## src/rtl/puf_host_link.sv

```systemverilog
// puf_host_link: host-side UART initiator for the PUF challenge/response link.
// Sends a 16-bit challenge as two 8N1 frames (low byte first), then receives
// a two-frame 16-bit response, with timeout and stop-bit error reporting.
// Optional build macro PUF_HOST_GRAY_EN: transmit the challenge as Gray code.
module puf_host_link #(
    parameter int CLKS_PER_BIT   = 868,
    parameter int TIMEOUT_CYCLES = 2_000_000
) (
    input  logic        clk,
    input  logic        rst,
    input  logic        start,
    input  logic [15:0] challenge,
    output logic        busy,
    output logic        tx,
    input  logic        rx,
    output logic [15:0] response,
    output logic        resp_valid,
    output logic        timeout,
    output logic        frame_err
);
    localparam int CW = $clog2(CLKS_PER_BIT);
    localparam int TW = $clog2(TIMEOUT_CYCLES + 1);
    localparam logic [CW-1:0] BIT_LAST  = CW'(CLKS_PER_BIT - 1);
    localparam logic [CW-1:0] HALF_LAST = CW'(CLKS_PER_BIT / 2 - 1);
    localparam logic [TW-1:0] TO_LAST   = TW'(TIMEOUT_CYCLES - 1);

    typedef enum logic [2:0] {IDLE, TX_LO, TX_HI, RX_LO, RX_HI, DONE} state_t;

    state_t        state_q;
    logic          tx_q, busy_q, resp_valid_q, timeout_q, frame_err_q;
    logic [15:0]   resp_q;
    logic [18:0]   tx_sh_q;     // bits still to send after the current one
    logic [CW-1:0] tx_cnt_q;
    logic [4:0]    tx_bit_q;    // 0..19 across both frames
    logic          rx_s1_q, rx_s2_q, rx_prev_q;
    logic          rx_act_q;    // a frame is being received
    logic [CW-1:0] rx_cnt_q;
    logic [3:0]    rx_bit_q;    // 0 start, 1..8 data, 9 stop
    logic [7:0]    rx_sh_q, rx_lo_q;
    logic [TW-1:0] to_cnt_q;

    logic [15:0]   chal_d;
    logic          stop_smp_d, rx_fall_d, rx_smp_d;

    // Word actually placed on the wire
`ifdef PUF_HOST_GRAY_EN
    assign chal_d = challenge ^ (challenge >> 1);
`else
    assign chal_d = challenge;
`endif

    assign rx_fall_d  = rx_prev_q & ~rx_s2_q;
    assign rx_smp_d   = rx_act_q &&
                        (rx_cnt_q == ((rx_bit_q == 4'd0) ? HALF_LAST : BIT_LAST));
    assign stop_smp_d = rx_smp_d && (rx_bit_q == 4'd9);

    // Main controller: TX serialiser, RX deserialiser, timeout and strobes
    always_ff @(posedge clk) begin
        if (rst) begin
            state_q      <= IDLE;
            tx_q         <= 1'b1;
            busy_q       <= 1'b0;
            resp_q       <= '0;
            resp_valid_q <= 1'b0;
            timeout_q    <= 1'b0;
            frame_err_q  <= 1'b0;
            tx_sh_q      <= '0;
            tx_cnt_q     <= '0;
            tx_bit_q     <= '0;
            rx_s1_q      <= 1'b1;
            rx_s2_q      <= 1'b1;
            rx_prev_q    <= 1'b1;
            rx_act_q     <= 1'b0;
            rx_cnt_q     <= '0;
            rx_bit_q     <= '0;
            rx_sh_q      <= '0;
            rx_lo_q      <= '0;
            to_cnt_q     <= '0;
        end else begin
            rx_s1_q      <= rx;
            rx_s2_q      <= rx_s1_q;
            rx_prev_q    <= rx_s2_q;
            resp_valid_q <= 1'b0;
            timeout_q    <= 1'b0;
            frame_err_q  <= 1'b0;
            case (state_q)
                IDLE: begin
                    if (start) begin
                        state_q  <= TX_LO;
                        busy_q   <= 1'b1;
                        tx_q     <= 1'b0;  // low-byte start bit
                        tx_sh_q  <= {1'b1, chal_d[15:8], 1'b0, 1'b1, chal_d[7:0]};
                        tx_cnt_q <= '0;
                        tx_bit_q <= '0;
                    end
                end
                TX_LO, TX_HI: begin
                    if (tx_cnt_q == BIT_LAST) begin
                        tx_cnt_q <= '0;
                        if (tx_bit_q == 5'd19) begin
                            // high-byte stop bit done: arm the receiver
                            state_q  <= RX_LO;
                            tx_q     <= 1'b1;
                            to_cnt_q <= '0;
                            rx_act_q <= 1'b0;
                        end else begin
                            tx_bit_q <= tx_bit_q + 5'd1;
                            tx_q     <= tx_sh_q[0];
                            tx_sh_q  <= {1'b1, tx_sh_q[18:1]};
                            if (tx_bit_q == 5'd9) state_q <= TX_HI;
                        end
                    end else begin
                        tx_cnt_q <= tx_cnt_q + 1'b1;
                    end
                end
                RX_LO, RX_HI: begin
                    to_cnt_q <= to_cnt_q + 1'b1;
                    if (stop_smp_d) begin
                        // stop-bit result takes priority over a coincident timeout
                        rx_act_q <= 1'b0;
                        if (!rx_s2_q) begin
                            frame_err_q <= 1'b1;
                            state_q     <= IDLE;
                            busy_q      <= 1'b0;
                        end else if (state_q == RX_LO) begin
                            rx_lo_q <= rx_sh_q;
                            state_q <= RX_HI;
                        end else begin
                            resp_q       <= {rx_sh_q, rx_lo_q};
                            resp_valid_q <= 1'b1;
                            state_q      <= DONE;
                        end
                    end else if (to_cnt_q >= TO_LAST) begin
                        timeout_q <= 1'b1;
                        state_q   <= IDLE;
                        busy_q    <= 1'b0;
                        rx_act_q  <= 1'b0;
                    end else if (!rx_act_q) begin
                        if (rx_fall_d) begin
                            rx_act_q <= 1'b1;
                            rx_cnt_q <= '0;
                            rx_bit_q <= '0;
                        end
                    end else if (rx_smp_d) begin
                        rx_cnt_q <= '0;
                        if (rx_bit_q == 4'd0 && rx_s2_q) begin
                            rx_act_q <= 1'b0;  // start bit did not hold: glitch
                        end else begin
                            rx_bit_q <= rx_bit_q + 4'd1;
                            if (rx_bit_q != 4'd0) rx_sh_q <= {rx_s2_q, rx_sh_q[7:1]};
                        end
                    end else begin
                        rx_cnt_q <= rx_cnt_q + 1'b1;
                    end
                end
                DONE: begin
                    state_q <= IDLE;
                    busy_q  <= 1'b0;
                end
                default: begin
                    state_q <= IDLE;
                    busy_q  <= 1'b0;
                end
            endcase
        end
    end

    assign tx         = tx_q;
    assign busy       = busy_q;
    assign response   = resp_q;
    assign resp_valid = resp_valid_q;
    assign timeout    = timeout_q;
    assign frame_err  = frame_err_q;
endmodule

```

## config.mk

```make
export PLATFORM = sky130hd
export DESIGN_NAME = puf_host_link
export DESIGN_NICKNAME = d
export VERILOG_FILES = /design/src/rtl/puf_host_link.sv
export SDC_FILE = /design/constraint.sdc
export NUM_CORES = 1
export LEC_CHECK = 0
export BUFFER_PORTS_ARGS = -buffer_cell sky130_fd_sc_hd__buf_4
export CAP_MARGIN = 10
export CORE_AREA = 5 5 103 129
export CTS_CLUSTER_SIZE = 16
export DETAILED_ROUTE_END_ITERATION = 10
export DIE_AREA = 0 0 108 134
export PLACE_DENSITY = 0.63
export SYNTH_ARGS = -nofsm -noshare
export SYNTH_HDL_FRONTEND = slang
export SYNTH_SLANG_ARGS = --single-unit
```

## constraint.sdc

```tcl
create_clock -name clk -period 3.5 [get_ports clk]
set_input_delay 0 -clock clk [delete_from_list [all_inputs] [get_ports clk]]
set_output_delay 0 -clock clk [all_outputs]
set_load 0.005 [all_outputs]
```

==> results.json, run 1 <==
{
  "run_status": "completed",
  "fin_total_pwr_mw": 3.92,
  "worstSkewPairLatency_ns": 0.41,
  "gr-usage-all-layers_pct": 17.2,
  "postCtsSetupBuffers": 0,
  "ios": 41,
  "cts-resized-gates": 0,
  "drt_iter0_drc": 252,
  "core_area_um2": 11900,
  "drt-total-wl_um": 12100,
  "ys_seq_area_share_pct": 42.9,
  "synthArstFlopShare_pct": 0,
  "critical_path_class": "flop to flop",
  "hold_buffers": 17,
  "hold_viol": 0,
  "clockBufferDepth": 2,
  "relSlewSlack_pct": 21.0,
  "synthTopCellsByArea": "dfxtp_1 (43%), nand2_1 (6.6%), nor2_1 (6.0%)",
  "avgSynthCellArea_um2": 8.32,
  "power_leakage_nw": 2.52,
  "worst_setup_path_end_kind": "flop",
  "fp.dieW_um": 108,
  "cp.arrival_ns": 3.39,
  "diodes": 0,
  "drt_first_pass_iters": 5,
  "fill_cells": 1144,
  "antenna_found_initial": 0,
  "yosysUniqueCellTypes": 64,
  "synth_ff_type": "dfxtp_1",
  "hp-class": "input pin to flop",
  "grt_max_degree": 84,
  "r2r_cells": 8,
  "rr_endpoint": "response[4]$_SDFFE_PP0P_",
  "maxCapViolations": 0,
  "syn-instance-count": 633,
  "hold_depth": 4,
  "ant_nets": 0,
  "grt_pass1_vias": 4428,
  "via_per_inst": 5.41,
  "synth_edf_count": 0,
  "worstPathRequired_ns": 3.84,
  "cts_tree": "yes",
  "post-route-period-util_pct": 87.2,
  "synth-seq-cells": 113,
  "synthesis.area_um2": 5270,
  "drc": 0,
  "nNetsFinal": 708,
  "fin_setup_tns_ns": 0,
  "gp_congestion": 0.837,
  "drive_gt1_share_pct": 14.0,
  "cellPowerDensity_nw_per_um2": 606,
  "setup_violations": 0,
  "grt_pass1_wl_um": 20400,
  "drv_slew": 0,
  "synth.most_common_cell": "dfxtp_1",
  "start_util_pct": 44.1,
  "synth_top_area_share_pct": 42.9,
  "portBuffers": 40,
  "wl_per_cell_um": 14.1,
  "syn2layout_area_growth_pct": 23.0,
  "dieArea_um2": 14500,
  "htreeDepth": 4,
  "rrSetupSlack_ns": 0.45,
  "whs_endpoint": "tx$_SDFFE_PP1P_",
  "yosysWarnings": 0,
  "die_h_um": 134,
  "holdWs_ns": 0.0143,
  "yosys.area.top_type": "dfxtp_1",
  "utilization_pct": 54.3,
  "fin_skew_ns": 0.00675,
  "std_cell_rows": 45,
  "clock-root-buffer": "clkbuf_16",
  "dp_hpwl_um": 7930,
  "fin_area_um2": 6480,
  "ir_worst_vdd_uv": 354,
  "cp_max_fo": 17,
  "cts.sinks": 113,
  "grt_overflow": 0,
  "worstReg2RegStart": "rx_bit_q[0]$_SDFFE_PP0P_",
  "rsz0062_at_grt": "no",
  "numCtsBuffers": 17,
  "period_minus_slack_ns": 3.05,
  "dpl_cell_area_um2": 5690,
  "worst_setup_path_start_kind": "flop",
  "worstMarginPinSlew_ns": 1.18,
  "hold_start": "start",
  "num_vias": 4634,
  "fmax_mhz": 328,
  "synthesis.nets": 661,
  "ys_top_cells_by_count": "dfxtp_1 (113), nand2_1 (93), nor2_1 (84)",
  "clk_pin_slew_worst_paths_ns": 0.05
}
layer usage:
layer,global-route usage (%),vias up,share of wire (%)
li1,-,2355,-
met1,21.4,2210,45
met2,28.7,58,51
met3,4.00,11,2.7
met4,6.81,0,1.3
met5,0,-,0
state kept, by name, indices dropped and copies added, names as in the netlist:
register	cells
busy	1
frame_err	1
resp_valid	1
response	16
rx_act_q	1
rx_bit_q	4
rx_cnt_q	10
rx_lo_q	8
rx_prev_q	1
rx_s1_q	1
rx_s2_q	1
rx_sh_q	8
state_q	3
timeout	1
to_cnt_q	21
tx	1
tx_bit_q	5
tx_cnt_q	10
tx_sh_q	19
report_power, final:
| part | switching, mW | leakage, nW | internal, mW |
|---|---|---|---|
| Combinational | 0.447 | 1.31 | 0.247 |
| Sequential | 0.0631 | 0.916 | 1.39 |
| Clock | 0.584 | 0.293 | 1.19 |
| Total | 1.09 | 2.52 | 2.83 |
kinds of logic after synthesis:
group	after synthesis	synth area share, %
mux	18	3.42
buf+inv	47	3.49
fa+ha+maj	8	1.90
simple gates	315	29.9
xor+xnor	29	4.82
flops	113	42.9
compound gates	103	13.5
critical path, stage by stage (launching register included):
cell      delay, ns
dfxtp_1        0.36
inv_1          0.10
ha_1           0.20
or3b_4         0.40
or3_4          0.39
a211oi_2       0.57
and4_1         0.67
nand2_1        0.13
a21oi_1        0.15
how the worst max path moves through the flow:
stage,startpoint,end,slack [ns],depth (start not counted)
global placement,rx_bit_q[0]$_SDFFE_PP0P_,response[7]$_SDFFE_PP0P_,0.62,8
floorplan,rx_bit_q[0]$_SDFFE_PP0P_,state_q[1]$_SDFFE_PP0P_,0.86,8
detailed placement,rx_bit_q[0]$_SDFFE_PP0P_,response[4]$_SDFFE_PP0P_,0.49,8
CTS,rx_bit_q[0]$_SDFFE_PP0P_,response[4]$_SDFFE_PP0P_,0.46,8
global route,rx_bit_q[0]$_SDFFE_PP0P_,response[3]$_SDFFE_PP0P_,0.24,8
finish,rx_bit_q[0]$_SDFFE_PP0P_,response[4]$_SDFFE_PP0P_,0.45,8
area by class of cell:
cell class | instances | area, µm² | area share [%]
inverter | 9 | 33.8 | 0.521
timing repair buffer | 66 | 538 | 8.30
tap | 164 | 205 | 3.17
clock inverter | 8 | 126 | 1.95
clock buffer | 24 | 492 | 7.59
multi-input combinational | 473 | 2820 | 43.6
sequential | 113 | 2260 | 34.9
placed cells by master, fill, tap and decap left out, drive strengths merged, types with 3 or more instances in the layout:
cell           n
a21o           5
a21oi         33
a22oi          3
a311oi        16
a31oi          7
and2           6
and3          10
and4           7
buf           49
bufinv         3
clkbuf        24
clkinvlp       3
dfxtp        113
dlygate4sd3   17
ha             8
inv            9
mux2i         18
nand2         93
nand2b         3
nand3         25
nand3b         7
nand4         18
nand4b         3
nor2          84
nor3          18
nor3b          7
nor4          12
o21ai         13
o31ai          3
or2            6
or4            6
xnor2         15
xor2          14
stage by stage:
stage          instances  setup slack [ns]
4_1_cts              857             0.460
3_3_place_gp         808             0.623
5_1_grt              857             0.240
2_1_floorplan        633             0.863
6_report             857             0.447
3_5_place_dp         808             0.489
(Power assumes the default switching activity.)
==> run 2: changes to the inputs <==
--- a/config.mk
+++ b/config.mk
@@ -12,6 +12,7 @@
 export DETAILED_ROUTE_END_ITERATION = 10
 export DIE_AREA = 0 0 108 134
 export PLACE_DENSITY = 0.63
+export RECOVER_POWER = 25
 export SYNTH_ARGS = -nofsm -noshare
 export SYNTH_HDL_FRONTEND = slang
 export SYNTH_SLANG_ARGS = --single-unit
==> run 2 against run 1 <==
  * Via count increased by 0.91%
  * First-iteration DRC count increased by 0.40%
  * Global-route usage stayed put
  * Sequential share of layout area is 0.061 points higher
  * Final cell count did not move
  * Total power decreased by 0.14%
  * Combinational power is 0.6% lower
  * Wire length barely moved
  * Largest cell class unchanged
==> results.json, run 2 (synthesis results as in run 1) <==
{
  "clk_pin_slew_worst_paths_ns": 0.05,
  "maxCapViolations": 0,
  "fin_total_pwr_mw": 3.92,
  "fin_skew_ns": 0.00663,
  "grt_overflow": 0,
  "num_vias": 4676,
  "comb_power_share_pct": 17.6,
  "dieArea_um2": 14500,
  "p_int_mw": 2.82,
  "grt_pass1_wl_um": 20400,
  "antenna_found_initial": 0,
  "portBuffers": 40,
  "power.share.clock_pct": 45.3,
  "numCtsBuffers": 17,
  "setup_violations": 0,
  "ant_nets": 0,
  "fp.dieW_um": 108,
  "worstPathRequired_ns": 3.83,
  "htreeDepth": 4,
  "clockBufferDepth": 2,
  "drt_iter0_drc": 253,
  "clock-root-buffer": "clkbuf_16",
  "hp-class": "input pin to flop",
  "nNetsFinal": 708,
  "drt-total-wl_um": 12100,
  "fmax_mhz": 326,
  "critical_path_class": "flop to flop",
  "via_per_inst": 5.46,
  "dp_hpwl_um": 7930,
  "regArea_um2": 2260,
  "multiInputGateArea_um2": 2820,
  "drv_slew": 0,
  "grt_pass1_vias": 4428,
  "drt_first_pass_iters": 5,
  "worstSkewPairLatency_ns": 0.41,
  "gp_congestion": 0.837,
  "drc": 0,
  "power_leakage_nw": 2.50,
  "cts-resized-gates": 0,
  "fill_cells": 1148,
  "grt_max_degree": 84,
  "period_minus_slack_ns": 3.07,
  "hold_viol": 0,
  "std_cell_rows": 45,
  "cp_max_fo": 17,
  "holdWs_ns": 0.0293,
  "worst_setup_path_start_kind": "flop",
  "final_common_cell": "dfxtp_1",
  "core_area_um2": 11900,
  "die_h_um": 134,
  "worst_setup_path_end_kind": "flop",
  "p_seq_share_pct": 37.1,
  "switching_power_mw": 1.10,
  "cts.sinks": 113,
  "p_sw_share_pct": 28.0,
  "largest-register": "to_cnt_q",
  "cp.arrival_ns": 3.40,
  "gr-usage-all-layers_pct": 17.2,
  "worstMarginPinSlew_ns": 1.17,
  "start_util_pct": 44.1,
  "ir_worst_vdd_uv": 351,
  "drive_gt1_share_pct": 13.4,
  "syn2layout_area_growth_pct": 22.8,
  "fin_setup_tns_ns": 0,
  "ios": 41,
  "relSlewSlack_pct": 22.3,
  "largest_reg_flops": 21,
  "run_status": "completed",
  "cts_tree": "yes",
  "cellPowerDensity_nw_per_um2": 606,
  "wl_per_cell_um": 14.1,
  "diodes": 0,
  "post-route-period-util_pct": 87.7,
  "rsz0062_at_grt": "no",
  "mostFrequentLayoutCells": "dfxtp_1 (113), nand2_1 (93), nor2_1 (84)"
}
## run 2: cell types whose count changed in the layout (fill, tap and decap cells not counted), sizes merged
| cell | delta |
|---|---|
| clkbuf | +25 |
| buf | -25 |
## run 2: stage by stage
stage	setup slack [ns]	cells	util (%)	area, µm²
finish	0.432	857	54.2	6470
global route	0.240	857	54.2	6470
CTS	0.460	857	54.3	6480
detailed placement	0.489	808	47.7	5690
global placement	0.623	808	47.7	5690
floorplan	0.863	633	-	5270
## run 2: power groups by stage
| stage | logic [mW] | clock network, mW | registers (mW) |
|---|---|---|---|
| 2_1_floorplan | 0.557 | 0 | 1.45 |
| 4_1_cts | 0.706 | 1.81 | 1.45 |
| 5_1_grt | 0.787 | 1.87 | 1.46 |
| 3_5_place_dp | 0.690 | 0 | 1.48 |
| 6_report | 0.690 | 1.78 | 1.45 |
| 3_3_place_gp | 0.674 | 0 | 1.47 |
## run 2: path summary, 6_finish.rpt
kind	slack (ns)	depth (start not counted)	endpoint	start
worst max-delay path	0.43	8	response[4]$_SDFFE_PP0P_	rx_bit_q[0]$_SDFFE_PP0P_
worst min-delay path	0.03	4	tx$_SDFFE_PP1P_	start
worst max register to register	0.43	8	response[4]$_SDFFE_PP0P_	rx_bit_q[0]$_SDFFE_PP0P_
worst min register to register	0.42	1	rx_s2_q$_SDFF_PP1_	rx_s1_q$_SDFF_PP1_
## run 2: critical path, stage by stage, from the launching register on
cell and delay, ns:
dfxtp_1 0.36, inv_1 0.10, ha_1 0.20, or3b_4 0.40, or3_4 0.39, a211oi_2 0.57, and4_1 0.68, nand2_1 0.13
a21oi_1 0.15
## run 2: per-layer routing
layer  GRT usage (%)  part of all wire (%)
met2            28.7                    50
met3            4.00                   2.9
met1            21.4                    46
met4            6.81                   1.6
met5               0                     0
## run 2: area by class of cell
cell class | instances | share of cell area, %
multi-input combinational | 473 | 43.6
tap | 164 | 3.17
sequential | 113 | 35.0
inverter | 9 | 0.522
timing repair buffer | 66 | 8.14
clock buffer | 24 | 7.60
clock inverter | 8 | 1.95
## run 2: what timing repair did
item | 4_1_cts | 5_1_grt
hold buffers | 17 | 0
endpoints found under the hold margin | 17 | 0
setup buffers | 0 | 0
